--- config.mk ---
export PLATFORM = sky130hd
export DESIGN_NAME = addr_arb
export DESIGN_NICKNAME = d
export VERILOG_FILES = /design/src/rtl/addr_arb.sv
export SDC_FILE = /design/constraint.sdc
export NUM_CORES = 1
export LEC_CHECK = 0
export BUFFER_PORTS_ARGS = -buffer_cell sky130_fd_sc_hd__buf_2
export CAP_MARGIN = 20
export CORE_MARGIN = 3
export CORE_UTILIZATION = 40
export CTS_CLUSTER_SIZE = 16
export DETAILED_ROUTE_END_ITERATION = 10
export PLACE_DENSITY = 0.72
export SLEW_MARGIN = 30
export SYNTH_ARGS = -nofsm -noshare
export SYNTH_HDL_FRONTEND = slang
export SYNTH_SLANG_ARGS = --single-unit
--- constraint.sdc ---
create_clock -name clk -period 2.1 [get_ports clk]
set_input_delay 0.21 -clock clk [delete_from_list [all_inputs] [get_ports clk]]
set_output_delay 0.21 -clock clk [all_outputs]
set_load 0.005 [all_outputs]
--- src/rtl/addr_arb.sv ---
// addr_arb: arbitrates N_CH requesting channels onto a single address bus.
// One transaction is in flight at a time. It completes on bus_ack or aborts
// after TMO cycles without an ack.
//
// state | meaning
// ------+---------------------------------------------------------------
// IDLE  | no transaction presented; a pending request is granted at the edge
// BUSY  | bus_addr/bus_we/gnt frozen; waiting for bus_ack or the timeout
//
// Ports:
//   clk, rst   rising-edge clock, synchronous active-high reset
//   req        per-channel request level, held until done/err
//   addr_in    packed channel addresses, channel k at [k*ADDR_W +: ADDR_W]
//   we_in      per-channel write enable
//   bus_ack    completion strobe from memory/port (ignored in IDLE)
//   bus_addr   registered address of the owning channel
//   bus_we     registered write enable of the owning channel
//   bus_valid  high while a transaction is presented
//   gnt        one-hot owner of the bus
//   done, err  one-cycle completion / timeout pulses to the owner
module addr_arb #(
  parameter int ADDR_W  = 13,
  parameter int N_CH    = 3,
  parameter int RR_MODE = 0,
  parameter int TMO     = 15
) (
  input  logic                     clk,
  input  logic                     rst,
  input  logic [N_CH-1:0]          req,
  input  logic [N_CH*ADDR_W-1:0]   addr_in,
  input  logic [N_CH-1:0]          we_in,
  input  logic                     bus_ack,
  output logic [ADDR_W-1:0]        bus_addr,
  output logic                     bus_we,
  output logic                     bus_valid,
  output logic [N_CH-1:0]          gnt,
  output logic [N_CH-1:0]          done,
  output logic [N_CH-1:0]          err
);

  localparam int PW = $clog2(N_CH);
  localparam logic [PW:0]  N_CH_W = (PW+1)'(N_CH);
  localparam logic [PW-1:0] LAST_CH = PW'(N_CH - 1);
  localparam logic [7:0]   TMO_W = 8'(TMO);

  typedef enum logic {IDLE, BUSY} state_t;

  state_t              state, state_d;
  logic [ADDR_W-1:0]   bus_addr_d;
  logic                bus_we_d, bus_valid_d;
  logic [N_CH-1:0]     gnt_d, done_d, err_d;
  logic [PW-1:0]       owner, owner_d;
  logic [PW-1:0]       ptr, ptr_d;
  logic [PW-1:0]       base, win;
  logic [7:0]          cnt, cnt_d, cnt_inc;

  // First asserted request at or after index p, wrapping past N_CH-1.
  // Fixed priority is the same search starting from 0.
  function automatic logic [PW-1:0] pick(input logic [N_CH-1:0] r,
                                         input logic [PW-1:0]   p);
    logic [PW-1:0] sel;
    logic          found;
    logic [PW:0]   idx;
    sel   = '0;
    found = 1'b0;
    for (int i = 0; i < N_CH; i++) begin
      idx = {1'b0, p} + (PW+1)'(i);
      if (idx >= N_CH_W) idx = idx - N_CH_W;
      if (!found && r[idx[PW-1:0]]) begin
        sel   = idx[PW-1:0];
        found = 1'b1;
      end
    end
    return sel;
  endfunction

  always_comb begin
    base    = (RR_MODE != 0) ? ptr : '0;
    win     = pick(req, base);
    cnt_inc = cnt + 8'd1;

    state_d     = state;
    bus_addr_d  = bus_addr;
    bus_we_d    = bus_we;
    bus_valid_d = bus_valid;
    gnt_d       = gnt;
    owner_d     = owner;
    ptr_d       = ptr;
    cnt_d       = cnt;
    done_d      = '0;
    err_d       = '0;

    case (state)
      IDLE: begin
        bus_valid_d = 1'b0;
        gnt_d       = '0;
        if (|req) begin
          owner_d     = win;
          bus_addr_d  = addr_in[win*ADDR_W +: ADDR_W];
          bus_we_d    = we_in[win];
          gnt_d[win]  = 1'b1;
          bus_valid_d = 1'b1;
          cnt_d       = '0;
          state_d     = BUSY;
        end
      end
      BUSY: begin
        // Ack wins over a timeout landing on the same edge.
        if (bus_ack || cnt_inc == TMO_W) begin
          if (bus_ack) done_d = gnt;
          else         err_d  = gnt;
          bus_valid_d = 1'b0;
          gnt_d       = '0;
          ptr_d       = (owner == LAST_CH) ? '0 : owner + 1'b1;
          state_d     = IDLE;
        end else begin
          cnt_d = cnt_inc;
        end
      end
      default: state_d = IDLE;
    endcase
  end

  always_ff @(posedge clk) begin
    if (rst) begin
      state     <= IDLE;
      bus_addr  <= '0;
      bus_we    <= 1'b0;
      bus_valid <= 1'b0;
      gnt       <= '0;
      done      <= '0;
      err       <= '0;
      owner     <= '0;
      ptr       <= '0;
      cnt       <= '0;
    end else begin
      state     <= state_d;
      bus_addr  <= bus_addr_d;
      bus_we    <= bus_we_d;
      bus_valid <= bus_valid_d;
      gnt       <= gnt_d;
      done      <= done_d;
      err       <= err_d;
      owner     <= owner_d;
      ptr       <= ptr_d;
      cnt       <= cnt_d;
    end
  end

endmodule

# --- Word level (Yosys, flattened, before mapping) ---
# Index checks and enable logic that the tools add are counted.
classes:
  div_mod_pow: 0
  magnitude_cmp: 2
  shift: 1
  n_reduce_logical: 11
  eq_ne: 4
  addsub: 1
  n_mux: 19
  bitwise_logic: 3
  multipliers: 1
ops:
  columns: ["op", "n"]
  rows:
  - ["indexed part select 39 x 7 -> 13 bit", 1]
  - ["2-to-1 mux 8 bit", 2]
  - ["one-hot mux 8 bit (2 select lines)", 1]
  - ["adder 8 x 1 -> 8 bit, second input constant", 1]
  - ["equality test 8 x 4 -> 1 bit, second input constant", 1]
  - ["2-to-1 mux 1 bit", 8]
  - ["OR reduction 4 bit", 2]
  - ["multiplier 2 x 4 -> 6 bit, second input constant", 1]
  - ["2-to-1 mux 3 bit", 2]
  - ["one-hot mux 3 bit (2 select lines)", 1]
  - ["inequality test 2 bit, second input constant", 2]
  - ["one-hot mux 1 bit (2 select lines)", 2]
  - ["AND reduction 2 bit", 2]
  - ["logical AND 1 bit", 3]
  - ["< comparator 2 x 3 -> 1 bit, second input constant", 1]
  - ["inverter 1 bit", 3]
  - ["OR reduction 3 bit", 1]
  - ["binary-select mux 1 bit (select 2 bit)", 1]
  - ["demux 1 bit (select 2 bit)", 1]
  - [">= comparator 2 x 1 -> 1 bit, second input constant", 1]
  - ["logical NOT 1 bit", 2]
  - ["2-to-1 mux 2 bit", 1]
  - ["inequality test 2 x 1 -> 1 bit, second input constant", 1]
  - ["logical OR 1 bit", 1]
totals:
  romBits: 0
  wordCells: 50
  memories: 0
  ramBits: 0
  latch_bits: 0
  ff_bits: 33

# --- Depth between registers and ports, before layout ---
# Gate-level depths: netlist (run 1).
depth:
  depth_word: 13
  depth_mapped: 7
  mapped_depth_nobuf: 6

# --- Least setup slack after synthesis (run 1) ---
# Ideal clock, no wire load.
synth_timing:
  path_type: "register to register"
  start: "reg cnt[0]"
  end: "reg gnt[0]"
  period_less_slack_ns: 1.964
  required_ns: 1.983
  arrival_time_ns: 1.847
  path_stages_with_launch: 8
  setup_slack_ns: 0.136
  cell_sequence: "dfxtp_1 > ha_1 > xor2_1 > nand3_1 > or4_1 > buf_2 > o21a_1 > a22o_1"
synth_between:
  elab_chain_cells: 4
synth_rtl:
  columns: ["element", "line", "source"]
  rows:
  - ["start: declaration", "55", "logic [7:0] cnt, cnt_d, cnt_inc;"]
  - ["start signal: assignment", "146", "cnt <= cnt_d;"]
  - ["adder 8 x 1 -> 8 bit", "80", "cnt_inc = cnt + 8'd1;"]
  - ["equality test 8 x 4 -> 1 bit", "109", "if (bus_ack || cnt_inc == TMO_W) begin"]
  - ["logical OR 1 bit", "109", null]
  - ["inequality test 2 x 1 -> 1 bit (no source line)", null, null]
  - ["end signal: assignment", "141", "gnt <= gnt_d;"]
  - ["end: declaration", "36", "output logic [N_CH-1:0] gnt,"]
# Every way passes these cells.
# A chain may end at the register's enable or synchronous reset.

# --- Final worst setup path (run 1) ---
# Same ends and word-level chain as after synthesis.

==> impl_metrics.env, run 1 <==
export IMPL_status="finished clean"
export IMPL_synth_async_reset_ratio_pct=0
export IMPL_io_pins=72
export IMPL_hold_violations=0
export IMPL_finalNonFillerCells=334
export IMPL_cts_max_path_buffers=2
export IMPL_ys_types=39
export IMPL_synthAdderAreaFrac_pct=1.445
export IMPL_fill_cells=401
export IMPL_synth_simple_area_share_pct=28.54
export IMPL_drc=0
export IMPL_hp_class="input pin to flop"
export IMPL_max_slew_margin_pct=57.67
export IMPL_cts_root_buf="clkbuf_8"
export IMPL_grt_pass1_vias=1766
export IMPL_dp_slack_ns=0.06816
export IMPL_synth_compound_area_share_pct=26.37
export IMPL_core_area_um2=4086
export IMPL_maxSlewViolCount=0
export IMPL_ys_ff_latch=33
export IMPL_die_x_um=71.80
export IMPL_fmax_mhz=519.5
export IMPL_area_growth_pct=28.54
export IMPL_synth_flop_cell="dfxtp_1"
export IMPL_ant_nets=0
export IMPL_antenna_found_initial=0
export IMPL_portBuffers=71
export IMPL_hold_buffers=0
export IMPL_maxCapViolations=0
export IMPL_power_density_nw_per_um2=636.6
export IMPL_start_kind="flop"
export IMPL_power_mw=1.417
export IMPL_cp_end_kind="flop"
export IMPL_rsz0062_at_grt="no"
export IMPL_clkSinkCount=33
export IMPL_synthCells=214
export IMPL_leakagePower_nw=0.9540
export IMPL_netlist_area_um2=1732
export IMPL_place_gp_congestion=0.8803
export IMPL_cts_setup_buffers=0
export IMPL_viasPerCell=5.512
export IMPL_ir_drop_uv=287.1
export IMPL_fin_area_um2=2226
export IMPL_syn_mean_instance_area_um2=8.092
export IMPL_nets=333
export IMPL_utilization_pct=54.47
export IMPL_grt_pass1_wl_um=8031
export IMPL_final_seq_area_um2=663.1
export IMPL_worstPathRequired_ns=2.29
export IMPL_min_period_ns=1.925
export IMPL_track_usage_pct=19.68
export IMPL_overflow=0
export IMPL_period_share_pct=91.67
export IMPL_drive_above_1_share_pct=32.39
export IMPL_cts_max_level=2
export IMPL_cts_clk_slew_worst_paths_ns=0.07
export IMPL_diodes=0
export IMPL_rows=23
export IMPL_yosysWarnings=0
export IMPL_setup_viol=0
export IMPL_route_vias_total=1841
export IMPL_fin_skew_ns=0.004417
export IMPL_worst_pin_slew_ns=0.6349
export IMPL_setup_ws_ns=0.1749
export IMPL_insertion_delay_ns=0.29
export IMPL_drt_pass1_iterations=4
export IMPL_routed_wl_um=4867
export IMPL_numCtsBuffers=5
export IMPL_cts_tree="built"
export IMPL_crit_path_max_fanout=7
export IMPL_synth_top_family_by_area="simple AND/OR/NAND/NOR gates"
export IMPL_cp_arrival_ns=2.11
export IMPL_hpwl_um=3435
export IMPL_syn_nets=264
export IMPL_drt_iter0_drc=163
export IMPL_path_class="flop to flop"
export IMPL_start_util_pct=42.38
export IMPL_dieArea_um2=5155
export IMPL_setup_tns_ns=0
export IMPL_placed_cells=326
export IMPL_synthMuxAreaShare_pct=0.5780
export IMPL_hold_worst_slack_ns=0.2119
export IMPL_multiInputGateArea_um2=1002
export IMPL_yosys_area_share_xor_xnor_pct=0.5058
export IMPL_post_drt_wl_per_cell_um=14.57
export IMPL_synth_edf_count=0
export IMPL_die_h_um=71.80
export IMPL_grt_max_degree=33
export IMPL_seq_area_frac_synth_pct=38.15
export IMPL_dpl_cell_area_um2=2130
layer usage:
| metal | track usage, % | vias up | routed length, µm |
|---|---|---|---|
| met5 | 0 | - | 0 |
| met4 | 7.098 | 0 | 59 |
| met3 | 6.872 | 6 | 428 |
| met2 | 33.06 | 75 | 2330 |
| met1 | 23.12 | 842 | 2048 |
| li1 | - | 918 | - |
cell families after synthesis:
kind of cell             count (synthesis)
multiplexers                             1
flip-flops                              33
adder cells (fa/ha/maj)                  2
buffers and inverters                   18
AND/OR/NAND/NOR                         91
AO/OA/AOI/OAI                           68
XOR/XNOR                                 1
worst paths after layout:
path,from,endpoint,slack [ns],cells after the start
worst min register to register,bus_we,bus_we,0.45,2
worst max register to register,cnt[0],gnt[0],0.17,6
worst max-delay path,cnt[0],gnt[0],0.17,6
worst min-delay path,req[0],gnt[0],0.21,2
cell type report:
class | count | area share (%)
Inverter | 3 | 0.5059
Sequential cell | 33 | 29.79
Timing Repair Buffer | 77 | 17.99
Tap cell | 50 | 2.811
Clock buffer | 5 | 3.092
Clock inverter | 3 | 0.7870
Multi-Input combinational cell | 163 | 45.03
critical path, cell delays in order (launching register included):
cell and delay (ns):
dfxtp_2 0.38, ha_1 0.20, xor2_1 0.15, nand3_1 0.11, or4_4 0.54, o21a_1 0.21, a22o_1 0.23
cell usage in the layout (no fill, tap or decap), types with 2 or more instances in the layout:
cell type   n
o21a_1      3
o22ai_1    15
and3_1      3
or2_2       2
nor2_1      9
nor4_1      2
a21oi_1    19
a31oi_1     2
o21ai_0     2
and2_1      2
nor2b_1     2
o211ai_1    3
nand2_1    20
nand3_1     5
clkbuf_8    5
buf_2      71
dfxtp_2     2
nor3b_1     2
clkinv_2    2
ha_1        2
inv_1       3
nor3_1      5
o2111ai_1  14
nand2b_1   34
dfxtp_1    31
buf_4       6
flip-flops by register name (all words and copies together), names as in the netlist:
| name | flops |
|---|---|
| bus_addr | 13 |
| cnt | 8 |
| done | 3 |
| err | 3 |
| gnt | 3 |
| bus_valid | 1 |
| bus_we | 1 |
| state | 1 |
repair_timing:
action,CTS,global route
gates resized for setup,0,5
hold endpoints to repair,0,0
endpoints found under the setup margin,0,8
synth_stat cells, types with 5 or more instances:
| cell type | count | area share (%) |
|---|---|---|
| nor3_1 | 5 | 1.4 |
| dfxtp_1 | 33 | 38 |
| nand2_1 | 20 | 4.3 |
| nand3_1 | 5 | 1.4 |
| clkbuf_1 | 13 | 2.8 |
| o22ai_1 | 15 | 5.4 |
| nand2b_1 | 34 | 12 |
| o2111ai_1 | 14 | 7.1 |
| a21oi_1 | 20 | 5.8 |
| nor2_1 | 9 | 2.0 |
power breakdown:
group,switching [mW],internal [mW]
clock,0.250,0.229
sequential,0.0234,0.659
combinational,0.135,0.121
total,0.408,1.01
No activity file was read; power rests on OpenSTA's default activity.
==> run 2: changes to the inputs <==
==> constraint.sdc (replaced) <==
create_clock -name clk -period 2.1 [get_ports clk]
set_input_delay 0.63 -clock clk [delete_from_list [all_inputs] [get_ports clk]]
set_output_delay 0.63 -clock clk [all_outputs]
set_load 0.005 [all_outputs]
==> impl_metrics.env, run 2 (synthesized netlist as in run 1, its figures left out) <==
export IMPL_status="finished clean"
export IMPL_post_drt_wl_per_cell_um=14.06
export IMPL_numCtsBuffers=5
export IMPL_overflow=0
export IMPL_track_usage_pct=19.82
export IMPL_setup_viol=0
export IMPL_route_vias_total=1849
export IMPL_core_area_um2=4086
export IMPL_cts_setup_buffers=0
export IMPL_drt_iter0_drc=108
export IMPL_maxSlewViolCount=0
export IMPL_finalNonFillerCells=337
export IMPL_ir_drop_uv=413.8
export IMPL_grt_pass1_vias=1775
export IMPL_power_mw=1.414
export IMPL_reg_largest_list="bus_addr: 13 flops, cnt: 8 flops"
export IMPL_setup_tns_ns=0
export IMPL_worst_pin_slew_ns=0.5691
export IMPL_maxCapViolations=0
export IMPL_io_pins=72
export IMPL_cts_root_buf="clkbuf_8"
export IMPL_area_growth_pct=29.77
export IMPL_viasPerCell=5.487
export IMPL_crit_path_max_fanout=6
export IMPL_cp_arrival_ns=2.15
export IMPL_portBuffers=71
export IMPL_fill_cells=427
export IMPL_rrSetupSlack_ns=0.14
export IMPL_largest_reg_flops=13
export IMPL_power_density_nw_per_um2=629.4
export IMPL_mostFrequentLayoutCells="buf_2, nand2b_1, dfxtp_1"
export IMPL_hpwl_um=3507
export IMPL_dp_slack_ns=0.06374
export IMPL_fmax_mhz=511.2
export IMPL_leakagePower_nw=0.9676
export IMPL_cts_tree="built"
export IMPL_die_x_um=71.80
export IMPL_cts_max_path_buffers=2
export IMPL_die_h_um=71.80
export IMPL_grt_pass1_wl_um=8059
export IMPL_placed_cells=329
export IMPL_routed_wl_um=4737
export IMPL_start_kind="flop"
export IMPL_grt_max_degree=24
export IMPL_cts_max_level=2
export IMPL_dieArea_um2=5155
export IMPL_hold_buffers=0
export IMPL_rsz0062_at_grt="no"
export IMPL_worstPathRequired_ns=2.29
export IMPL_top_register="bus_addr"
export IMPL_dpl_cell_area_um2=2152
export IMPL_utilization_pct=54.99
export IMPL_antenna_found_initial=0
export IMPL_cp_end_kind="flop"
export IMPL_insertion_delay_ns=0.29
export IMPL_final_common_cell="buf_2"
export IMPL_ant_nets=0
export IMPL_drive_above_1_share_pct=32.75
export IMPL_cts_clk_slew_worst_paths_ns=0.07
export IMPL_diodes=0
export IMPL_max_slew_margin_pct=62.06
export IMPL_drt_pass1_iterations=4
export IMPL_hp_class="flop to flop"
export IMPL_period_share_pct=93.14
export IMPL_min_period_ns=1.956
export IMPL_drc=0
export IMPL_start_util_pct=42.38
export IMPL_setup_ws_ns=0.1440
export IMPL_rows=23
export IMPL_place_gp_congestion=0.8726
export IMPL_hold_worst_slack_ns=0.4525
export IMPL_fin_area_um2=2247
export IMPL_hold_violations=0
export IMPL_nets=336
export IMPL_path_class="flop to flop"
export IMPL_fin_skew_ns=0.004106
export IMPL_clkSinkCount=33
-- run 2: cell count changes in the layout (fill, tap and decap cells not counted) --
cell / previous run / this run
buf_4: 6 / 9
dfxtp_1: 31 / 32
dfxtp_2: 2 / 1
-- run 2: cell type report --
| cell class | instances | area, µm² | area share [%] |
|---|---|---|---|
| Clock buffer | 5 | 68.82 | 3.062 |
| Tap cell | 50 | 62.56 | 2.784 |
| Multi-Input combinational cell | 163 | 1002 | 44.60 |
| Sequential cell | 33 | 661.9 | 29.45 |
| Inverter | 3 | 11.26 | 0.5011 |
| Timing Repair Buffer | 80 | 422.9 | 18.82 |
| Clock inverter | 3 | 17.52 | 0.7795 |
-- run 2: worst max-delay path, stage by stage (launching register included) --
cell and delay, ns:
dfxtp_1 0.41, ha_1 0.21, xor2_1 0.16, nand3_1 0.11, or4_4 0.53, o21a_1 0.21, a22o_1 0.22
-- run 2: power by group --
part           total [mW]  internal, mW  leakage, nW  switching (mW)
Sequential          0.683         0.659        0.271          0.0236
Combinational       0.255         0.124        0.653           0.131
Clock               0.476         0.228       0.0439           0.248
-- run 2: path summary, 6_finish.rpt --
| check | cells after the start | startpoint | endpoint |
|---|---|---|---|
| hold / removal | 2 | bus_addr[0] | bus_addr[0] |
| setup / recovery | 6 | cnt[1] | gnt[0] |
| hold reg to reg | 2 | bus_addr[0] | bus_addr[0] |
| setup reg to reg | 6 | cnt[1] | gnt[0] |
-- run 2: metal layers --
| metal | global-route usage (%) | part of all wire [%] | up-vias |
|---|---|---|---|
| met5 | 0 | 0 | - |
| met3 | 5.189 | 8.3 | 7 |
| met2 | 31.94 | 46 | 73 |
| li1 | - | - | 928 |
| met4 | 8.768 | 1.9 | 0 |
| met1 | 24.83 | 44 | 841 |
-- run 2: what timing repair did --
action,4_1_cts,5_1_grt
setup endpoints to repair,0,11
resized for setup,0,4
hold endpoints to repair,0,0
